### src/rtl/fm_product_buffer.sv
// Stores the multiplier's dot products row-major into a NUM_NODES x OUT_COLS matrix and serves it through a registered read port.
// Optional FM_BUF_ARGMAX_EN adds per-row argmax tracking; when undefined, rd_argmax is tied to 0.
module fm_product_buffer #(
  parameter int DOT_PROD_WIDTH = 16,
  parameter int NUM_NODES      = 6,
  parameter int OUT_COLS       = 3,
  parameter int ROW_W          = $clog2(NUM_NODES),
  parameter int COL_W          = $clog2(OUT_COLS)
) (
  input  logic                      clk,
  input  logic                      reset,
  input  logic                      start,
  input  logic                      prod_valid,
  input  logic [DOT_PROD_WIDTH-1:0] PRODUCT,
  output logic                      prod_ready,
  output logic                      fill_done,
  input  logic                      rd_en,
  input  logic [ROW_W-1:0]          rd_row,
  input  logic [COL_W-1:0]          rd_col,
  output logic [DOT_PROD_WIDTH-1:0] rd_data,
  output logic                      rd_valid,
  output logic [COL_W-1:0]          rd_argmax
);

  typedef enum logic [1:0] {IDLE, FILL, FULL} state_t;

  localparam logic [ROW_W-1:0] LAST_ROW = ROW_W'(NUM_NODES - 1);
  localparam logic [COL_W-1:0] LAST_COL = COL_W'(OUT_COLS - 1);

  state_t                      state_q;
  logic [ROW_W-1:0]            row_q;
  logic [COL_W-1:0]            col_q;
  logic                        fill_done_q;
  logic [DOT_PROD_WIDTH-1:0]   mem_q [NUM_NODES][OUT_COLS];
  logic [DOT_PROD_WIDTH-1:0]   rd_data_q;
  logic                        rd_valid_q;
  logic                        accept;
  logic                        last_elem;
  logic                        rd_fire;
  logic                        row_ok;
  logic                        col_ok;

  // A product arriving together with start belongs to no fill and is dropped.
  assign prod_ready = (state_q == FILL);
  assign accept     = prod_valid && prod_ready && !start;
  assign last_elem  = (row_q == LAST_ROW) && (col_q == LAST_COL);
  assign rd_fire    = rd_en && fill_done_q;
  assign row_ok     = int'(rd_row) < NUM_NODES;
  assign col_ok     = int'(rd_col) < OUT_COLS;

  assign fill_done  = fill_done_q;
  assign rd_data    = rd_data_q;
  assign rd_valid   = rd_valid_q;

  always_ff @(posedge clk or negedge reset) begin
    if (!reset) begin
      state_q     <= IDLE;
      row_q       <= '0;
      col_q       <= '0;
      fill_done_q <= 1'b0;
    end else if (start) begin
      state_q     <= FILL;
      row_q       <= '0;
      col_q       <= '0;
      fill_done_q <= 1'b0;
    end else if (accept) begin
      if (last_elem) begin
        state_q     <= FULL;
        row_q       <= '0;
        col_q       <= '0;
        fill_done_q <= 1'b1;
      end else if (col_q == LAST_COL) begin
        col_q <= '0;
        row_q <= row_q + 1'b1;
      end else begin
        col_q <= col_q + 1'b1;
      end
    end
  end

  // Matrix storage is deliberately left out of reset; every fill overwrites it completely.
  always_ff @(posedge clk) begin
    if (accept) begin
      mem_q[row_q][col_q] <= PRODUCT;
    end
  end

  always_ff @(posedge clk or negedge reset) begin
    if (!reset) begin
      rd_data_q  <= '0;
      rd_valid_q <= 1'b0;
    end else begin
      rd_valid_q <= rd_fire;
      if (rd_fire) begin
        rd_data_q <= (row_ok && col_ok) ? mem_q[rd_row][rd_col] : '0;
      end
    end
  end

`ifdef FM_BUF_ARGMAX_EN
  logic [COL_W-1:0] argmax_q [NUM_NODES];
  logic [COL_W-1:0] rd_argmax_q;

  // Running argmax compares against the stored value of the current winner; strict
  // greater-than keeps the lowest column on ties.
  always_ff @(posedge clk or negedge reset) begin
    if (!reset) begin
      for (int i = 0; i < NUM_NODES; i++) begin
        argmax_q[i] <= '0;
      end
      rd_argmax_q <= '0;
    end else begin
      if (start) begin
        for (int i = 0; i < NUM_NODES; i++) begin
          argmax_q[i] <= '0;
        end
      end else if (accept) begin
        if (col_q == '0) begin
          argmax_q[row_q] <= '0;
        end else if (PRODUCT > mem_q[row_q][argmax_q[row_q]]) begin
          argmax_q[row_q] <= col_q;
        end
      end
      if (rd_fire) begin
        rd_argmax_q <= row_ok ? argmax_q[rd_row] : '0;
      end
    end
  end

  assign rd_argmax = rd_argmax_q;
`else
  assign rd_argmax = '0;
`endif

endmodule

### config.mk
export PLATFORM = sky130hd
export DESIGN_NAME = fm_product_buffer
export DESIGN_NICKNAME = d
export VERILOG_FILES = /design/src/rtl/fm_product_buffer.sv
export SDC_FILE = /design/constraint.sdc
export NUM_CORES = 1
export LEC_CHECK = 0
export CAP_MARGIN = 20
export CELL_PAD_IN_SITES_DETAIL_PLACEMENT = 0
export CELL_PAD_IN_SITES_GLOBAL_PLACEMENT = 2
export CORE_MARGIN = 2
export CORE_UTILIZATION = 45
export CTS_CLUSTER_SIZE = 8
export DETAILED_ROUTE_END_ITERATION = 10
export PLACE_DENSITY_LB_ADDON = 0.1
export RECOVER_POWER = 100
export SYNTH_ARGS = -nofsm -noshare
export SYNTH_HDL_FRONTEND = slang
export SYNTH_SLANG_ARGS = --single-unit
### constraint.sdc
create_clock -name clk -period 2.58 [get_ports clk]
set_clock_uncertainty 0.2 [all_clocks]
set_input_delay 0.387 -clock clk [delete_from_list [all_inputs] [get_ports clk]]
set_output_delay 0.387 -clock clk [all_outputs]
set_load 0.02 [all_outputs]
==> results of run 1 <==
[layer usage]
metal	track usage, %	wire (um)	up-vias
li1	-	-	2773
met1	28.3	12400	3249
met2	34.6	13900	167
met3	3.34	1210	42
met4	5.06	483	0
met5	0	0	-
[layout by cell type, fill, tap and decap left out, drive strengths merged, types with 3 or more instances in the layout]
cell type      instances
buf                   24
a22oi                 16
inv                    5
mux4                  44
dfrtp                 24
clkbuf               114
o2111ai                4
mux2                  48
nor2                  28
clkdlybuf4s50          4
o21ai                 12
mux2i                 24
nand2                 31
o221ai                12
nand3b                 5
nor3                   3
a21oi                 15
nor3b                  3
dlygate4sd3           36
edfxtp               288
o211ai                 4
or2                   12
[power groups by stage]
stage                     registers, W  logic, W  clock network [W]
after floorplan                0.00573  0.000262                  0
after global placement         0.00571  0.000564                  0
after detailed placement       0.00571  0.000571                  0
after CTS                      0.00561  0.000573            0.00536
after global routing           0.00561  0.000576            0.00558
final                          0.00561  0.000530            0.00527
[metrics by stage]
| stage | util [%] | std cells |
|---|---|---|
| 2_1_floorplan | - | 629 |
| 3_3_place_gp | 50.6 | 1037 |
| 3_5_place_dp | 50.6 | 1037 |
| 4_1_cts | 55.5 | 1116 |
| 5_1_grt | 54.3 | 1116 |
| 6_report | 54.3 | 1116 |
[cell families (layout without fill, tap and decap cells)]
group / count (synthesis) / in the layout / synth area share [%]
other: 1 / 2 / 0.0308
and+or+nand+nor: 89 / 89 / 3.40
buffers and inverters: 38 / 184 / 1.71
DFF: 312 / 312 / 76.0
adders and majority gates: 2 / 2 / 0.205
muxes: 116 / 116 / 14.6
AOI/OAI and AO/OA: 70 / 70 / 4.14
[worst reg2reg max path: stages (launching register included)]
cell	delay (ns)
dfrtp_1	0.41
nand3b_1	0.19
nor2_1	0.17
nand3b_1	0.23
nor2_1	0.21
clkbuf_1	0.49
[state kept, by name, summed over array words and instances (netlist names)]
signal and count:
row_q 3, rd_data 16, col_q 2, rd_valid 1, state_q 2, mem_q 288
[worst max-delay path by stage]
stage               startpoint            to  slack (ns)  depth (start not counted)
global placement    prod_valid  mem_q[5][24]        0.16                          6
finish              state_q[1]    prod_ready        0.21                          2
detailed placement  prod_valid  mem_q[2][22]        0.14                          6
CTS                 state_q[1]    prod_ready        0.26                          2
global route         rd_row[1]    rd_data[6]         0.1                          6
floorplan           state_q[1]   mem_q[1][0]       -0.02                          3
[area by class of cell]
cell class	instances	area share, %
multi-input cells	279	18.8
inverters	5	0.129
clock inverters	1	0.112
well taps	341	2.94
clock buffers	78	8.77
repair buffers	100	5.45
flip-flops and latches	312	63.8
==> results.yml, run 1 <==
floorplanning:
  dieArea_sq_um: 28400
  core.rowCount: 60
  start_util_pct: 45.6
  dieHeight_um: 168
  fp.dieW_um: 168
  io-pin-count: 47
  core-area_sq_um: 26700
synth:
  synth_top_area_share_pct: 71.0
  yosys_warnings: 0
  synth_common_cells: "edfxtp_1 (288), mux4_2 (44), nand2_1 (31)"
  synthesis.area_sq_um: 12200
  synth_cells: 628
  yosysMostFrequentCell: "edfxtp_1"
  ys_seq_area_share_pct: 76.0
  ys_seq_elements: 312
  ys.flop_type: "edfxtp_1"
  synth_edf_count: 288
  synthTopCellsByArea: "edfxtp_1 (71%), mux4_2 (8.1%), dfrtp_1 (4.9%)"
  synthArstFlopShare_pct: 7.69
  synth_cell_types: 38
  synth_top_area_cell: "edfxtp_1"
  syn_avg_cell_area_sq_um: 19.4
min_path:
  hold_path_end: "rd_data[11]"
  hold_path_depth: 3
  hold_path_class: "in -> reg"
  worstHoldStart: "rd_row[0]"
worst_setup_path:
  crit_chain: "nor2b_1, dlygate4sd3_1"
  critical_path_required_ns: 1.99
  slowest_delay_ns: 0.70
  cp_num_buf_inv: 1
  rrSetupSlack_ns: 0.30
  startpoint_type: "register"
  end_kind: "output port"
  crit_slowest_cell: "dlygate4sd3_1"
  rr_worst_depth: 5
  critPathKind: "reg -> out"
  crit_path_max_fanout: 5
  reg2reg_to: "mem_q[0][25]"
  critical_path.top_delay_family: "buffers and inverters"
  worst-endpoint-arrival_ns: 1.78
  worstReg2RegStart: "state_q[1]"
placed_design:
  gp_congestion: 0.806
  dp_worst_setup_slack_ns: 0.140
  hpwl_mm: 18.0
  port_buffers: 44
  placed_cell_area_sq_um: 13500
clock_tree:
  cts_tree: "built"
  cts_resized: 0
  clock_sinks: 312
  cts-root-buf: "clkbuf_16"
  clkTransAtPathRegs_ns: 0.05
  h-tree-depth: 2
  cts_hold_buf: 0
  clkLatencyLatePin_ns: 0.52
  cts_buffers: 44
  post_cts_buffers: 0
  cts_buffer_depth: 3
finish:
  diodes: 0
  syn_to_final_growth_pct: 19.1
  n_fill_cell: 2154
  regArea_sq_um: 9250
  drive_above_1_share_pct: 21.3
  multi_input_area_sq_um: 2730
  final_cell_area_sq_um: 14500
  nets: 770
power_and_ir_drop:
  p_total_w: 0.0114
  netSwitchingFraction_pct: 20.3
  p_leak_nw: 4.85
  clkPwrFrac_pct: 46.2
  p_int_w: 0.00910
  pwr-share-seq_pct: 49.2
  ir_drop_mv: 0.561
  power_density_nw_per_um2: 787
  p_sw_w: 0.00231
  p_comb_share_pct: 4.6
route:
  final_antenna_net_count: 0
  drc: 0
  wire_per_inst_um: 25.1
  wl_mm: 28.0
  dr.pass1.iters: 5
  initialDrtViolationCount: 602
  vias: 6231
  viasPerCell: 5.58
sta:
  maxSlewHeadroom_pct: -22.4
  whs_ns: 0.184
  max_freq_ghz: 0.422
  hold_viol: 0
  finalSetupViolations: 0
  period_share_pct: 91.9
  grt_setup_unrepaired: "false"
  final.setup.tns_ns: 0
  min_period_ns: 2.37
  fin_ws_ns: 0.210
  drv_slew: 25
  worst_pin_slew_ns: 1.84
grt:
  grt_pass1_vias: 6631
  antenna_found_initial: 0
  grt_pass1_wl_mm: 42.3
  overflow: 0
  grt_use_total_pct: 20.5
  grt_max_degree: 25
run_status:
  status: "complete, but fails checks"
  violations: "capacitance limit, slew limit"
flow_run:
  maxCapViolations: 1
Power figures use the tool's default switching activity.
==> run 2, diff against run 1 <==
clock period = 2.3 ns   (was 2.58 ns; I/O delays follow)
==> run 2 against run 1 <==
Net effect: die area stayed put; the flow now finishes without violations; first-iteration DRC count down 15%; highest routed layer unchanged; non-clock buffer count rose by 16; via count up 1.5%; register-to-register slack worse by 0.09 ns; worst hold slack improved by 0.012 ns; critical path depth down 1; core utilization grew 0.85 points; largest power group unchanged.
==> results.yml, run 2 (synthesized netlist as in run 1, its figures left out) <==
run_status:
  status: "finished clean"
worst_setup_path:
  slowest_delay_ns: 0.73
  critPathKind: "reg -> out"
  crit_path_max_fanout: 2
  end_kind: "output port"
  crit_slowest_cell: "dlygate4sd3_1"
  critical_path_required_ns: 1.75
  critical_path.top_delay_family: "buffers and inverters"
  startpoint_type: "register"
  crit_chain: "dlygate4sd3_1"
  cp_num_buf_inv: 1
  worst-endpoint-arrival_ns: 1.64
sta:
  grt_setup_unrepaired: "false"
  finalSetupViolations: 0
  worst_pin_slew_ns: 0.980
  min_period_ns: 2.19
  maxSlewHeadroom_pct: 34.6
  fin_ws_ns: 0.113
  max_freq_ghz: 0.457
  period_share_pct: 95.1
  drv_slew: 0
  whs_ns: 0.196
  hold_viol: 0
clock_tree:
  clkLatencyLatePin_ns: 0.52
  cts_buffer_depth: 3
  h-tree-depth: 2
  cts_hold_buf: 0
  clock_sinks: 312
  cts_tree: "built"
  clkTransAtPathRegs_ns: 0.05
  cts-root-buf: "clkbuf_16"
  cts_buffers: 44
grt:
  grt_pass1_vias: 6832
  grt_pass1_wl_mm: 43.3
  grt_max_degree: 25
  grt_use_total_pct: 21.0
  overflow: 0
  antenna_found_initial: 1
finish:
  fin_util_pct: 55.1
  final_common_cell: "edfxtp_1"
  final_cells: 1130
  diodes: 0
  top_register: "mem_q"
  largest_reg_flops: 288
  final_cell_mix: "edfxtp_1 (288), clkbuf_1 (52), mux4_2 (44), clkbuf_16 (44), dlygate4sd3_1 (35)"
  syn_to_final_growth_pct: 21.0
  drive_above_1_share_pct: 22.4
  nets: 786
floorplanning:
  dieHeight_um: 168
  core.rowCount: 60
  dieArea_sq_um: 28400
  core-area_sq_um: 26700
  fp.dieW_um: 168
  io-pin-count: 47
  start_util_pct: 45.6
route:
  drc: 0
  final_antenna_net_count: 0
  initialDrtViolationCount: 513
  wl_mm: 28.7
  dr.pass1.iters: 5
  vias: 6327
  viasPerCell: 5.60
  wire_per_inst_um: 25.4
min_path:
  hold_path_class: "in -> reg"
placed_design:
  hpwl_mm: 18.2
  dp.cells: 1053
  dp_worst_setup_slack_ns: 0.0523
  port_buffers: 44
  gp_congestion: 0.775
power_and_ir_drop:
  ir_drop_mv: 0.534
  p_leak_nw: 4.95
  p_total_w: 0.0127
  power_density_nw_per_um2: 862
flow_run:
  maxCapViolations: 0
==> run 2: cell types whose count changed in the layout (fill, tap and decap cells not counted), sizes merged <==
cell / previous run / this run
inv: 5 / 6
buf: 24 / 37
clkbuf: 114 / 115
dlygate4sd3: 36 / 35
==> run 2: final cells by class <==
class                      instances  area, sq um
fill                            2115        12000
sequential                       312         9250
multi-input combinational        279         2740
clock buffer                      75         1220
timing repair buffer             116         1060
tap                              341          427
clock inverter                     2         25.0
inverter                           5         18.8
==> run 2: repair_timing <==
item,in CTS,in global routing
gates resized for setup,0,1
setup buffers,0,0
endpoints found under the setup margin,0,1
==> run 2: stage by stage <==
stage	instance area, sq um	TNS (ns)
finish	14700	0
global route	14700	0
CTS	15000	0
detailed placement	13800	0
global placement	13800	0
floorplan	12200	-19.46
==> run 2: power breakdown <==
group	internal (W)	leakage (nW)	switching, W
clock	0.00356	0.590	0.00222
combinational	0.000261	1.45	0.000360
sequential	0.00627	2.91	0.0000293
total	0.0101	4.95	0.00261
==> run 2: metal layers <==
| layer | track usage [%] | vias up | routed length [um] |
|---|---|---|---|
| met3 | 3.41 | 41 | 1540 |
| met4 | 5.32 | 0 | 458 |
| met2 | 34.3 | 187 | 13800 |
| li1 | - | 2798 | - |
| met1 | 30.0 | 3301 | 12900 |
| met5 | 0 | - | 0 |
==> run 2: final timing paths <==
check                      depth (start not counted)           end  slack (ns)        start
setup reg to reg                                   3  mem_q[0][10]        0.21     row_q[0]
max in group asynchronous                          2    state_q[1]        0.99        reset
setup / recovery                                   1    rd_data[6]        0.11   rd_data[6]
min in group asynchronous                          2   rd_data[15]        0.28        reset
hold / removal                                     4   rd_data[12]        0.20    rd_row[0]
hold reg to reg                                    2   rd_data[14]        0.32  rd_data[14]
==> run 3, diff against run 2 <==
DONT_BUFFER_PORTS = 1   (was not set)
==> run 3 against run 2 <==
Net effect: sequential share of layout area up 2.1 points; total power down 0.23%; core utilization down 1.8 points; die area unchanged; cell area down 3.2%; clock power up 2%; count of clock-buffer cells in the layout unchanged; via count down 1.5%; flip-flop and latch count unchanged; highest routed layer is now met5.
==> results.yml, run 3 (synthesized netlist as in run 1, its figures left out) <==
floorplanning:
  start_util_pct: 45.6
  fp.dieW_um: 168
  dieArea_sq_um: 28400
  io-pin-count: 47
  core.rowCount: 60
  core-area_sq_um: 26700
  dieHeight_um: 168
sta:
  hold_viol: 0
  finalSetupViolations: 0
  min_period_ns: 2.19
  maxSlewHeadroom_pct: 42.7
  worst_pin_slew_ns: 0.860
  fin_ws_ns: 0.108
  drv_slew: 0
  grt_setup_unrepaired: "false"
  period_share_pct: 95.3
  max_freq_ghz: 0.456
placed_design:
  port_buffers: 0
  gp_congestion: 0.784
  placed_cell_area_sq_um: 12900
  dp_worst_setup_slack_ns: 0.323
  hpwl_mm: 17.5
clock_tree:
  cts_tree: "built"
  cts_resized: 0
  cts_buffer_depth: 3
  h-tree-depth: 2
  cts-root-buf: "clkbuf_16"
  clkTransAtPathRegs_ns: 0.05
  clock_sinks: 312
  post_cts_buffers: 0
  clkLatencyLatePin_ns: 0.53
  cts_buffers: 44
min_path:
  worstHoldStart: "rd_row[0]"
  hold_path_depth: 3
  hold_path_end: "rd_data[14]"
  hold_path_class: "in -> reg"
grt:
  antenna_found_initial: 3
  grt_use_total_pct: 21.7
  grt_pass1_vias: 6523
  grt_pass1_wl_mm: 43.7
  grt_use_met2_pct: 34.9
  grt_use_met1_pct: 31.1
  overflow: 0
  busiest_layer: "met2"
  grt_max_degree: 71
  grt_use_met3_pct: 4.30
flow_run:
  maxCapViolations: 0
route:
  wl_mm: 29.9
  viasPerCell: 5.78
  wire_per_inst_um: 27.8
  final_antenna_net_count: 0
  dr.pass1.iters: 5
  initialDrtViolationCount: 628
  vias: 6231
  drc: 0
worst_setup_path:
  end_kind: "register"
  critPathKind: "reg -> reg"
  reg2reg_to: "rd_data[15]"
  worst-endpoint-arrival_ns: 2.39
  rrSetupSlack_ns: 0.11
  crit_slowest_cell: "dlygate4sd3_1"
  crit_path_max_fanout: 1
  crit_chain: "mux4_2, or2_2, a21oi_1, dlygate4sd3_1, o21ai_0"
  startpoint_type: "register"
  slowest_delay_ns: 0.55
  rr_worst_depth: 5
  critical_path_required_ns: 2.50
  worstReg2RegStart: "mem_q[2][47]"
finish:
  final_cell_area_sq_um: 14300
  drive_above_1_share_pct: 21.2
  top_register: "mem_q"
  syn_to_final_growth_pct: 17.1
  largest_reg_flops: 288
  final_cell_mix: "edfxtp_1 (288), clkbuf_16 (46), mux4_2 (44), clkbuf_1 (36), nand2_1 (31)"
  nets: 735
  diodes: 0
  final_common_cell: "edfxtp_1"
  n_fill_cell: 2125
power_and_ir_drop:
  power_density_nw_per_um2: 888
  p_total_w: 0.0127
  p_leak_nw: 4.70
  ir_drop_mv: 0.474
run_status:
  status: "finished clean"
==> run 3: critical path: cells and delay by family, from the launching register on <==
kind | cells | cell delay, ns
AO/OA/AOI/OAI | 2 | 0.21
AND/OR/NAND/NOR | 1 | 0.28
multiplexers | 1 | 0.47
buffers and inverters | 1 | 0.55
flip-flops | 1 | 0.37
==> run 3: what timing repair did <==
item | in CTS | in global routing
hold buffers | 27 | 0
hold endpoints to repair | 335 | 0
endpoints found under the setup margin | 0 | 0
==> run 3: how the worst max path moves through the flow <==
stage	start	to	cells past startpoint	slack, ns
after CTS	mem_q[2][47]	rd_data[15]	5	0.11
after floorplan	state_q[1]	mem_q[5][16]	4	-0.11
after detailed placement	state_q[1]	mem_q[1][38]	5	0.32
after global placement	state_q[1]	mem_q[5][24]	6	0.32
final	mem_q[2][47]	rd_data[15]	5	0.11
after global routing	state_q[1]	mem_q[5][27]	6	0.05
==> run 3: per-layer routing <==
layer	share of wire (%)	vias to the layer above
met1	44	3280
met4	1.8	4
li1	-	2701
met2	48	203
met3	6.0	43
met5	0.090	-
==> run 3: power by group <==
| part | internal (W) | switching, W | total, W | leakage (nW) |
|---|---|---|---|---|
| clock | 0.00368 | 0.00222 | 0.00590 | 0.608 |
| combinational | 0.000199 | 0.000237 | 0.000435 | 1.18 |
| sequential | 0.00627 | 0.0000658 | 0.00633 | 2.91 |
==> run 3: through the flow <==
stage          std cells  util (%)  hold slack, ns  TNS [ns]
3_5_place_dp         975      48.2          -0.149         0
2_1_floorplan        629         -          -0.151    -19.46
3_3_place_gp         975      48.2          -0.149         0
4_1_cts             1078      54.1         0.00341         0
6_report            1078      53.4         0.00947         0
5_1_grt             1078      53.4          0.0322         0
==> run 3: layout make-up <==
| cell class | count | area [sq um] | area share (%) |
|---|---|---|---|
| clock buffer | 75 | 1260 | 8.83 |
| inverter | 5 | 18.8 | 0.132 |
| tap | 341 | 427 | 2.99 |
| timing repair buffer | 65 | 554 | 3.89 |
| sequential | 312 | 9250 | 64.8 |
| clock inverter | 1 | 16.3 | 0.114 |
| multi-input combinational | 279 | 2740 | 19.2 |
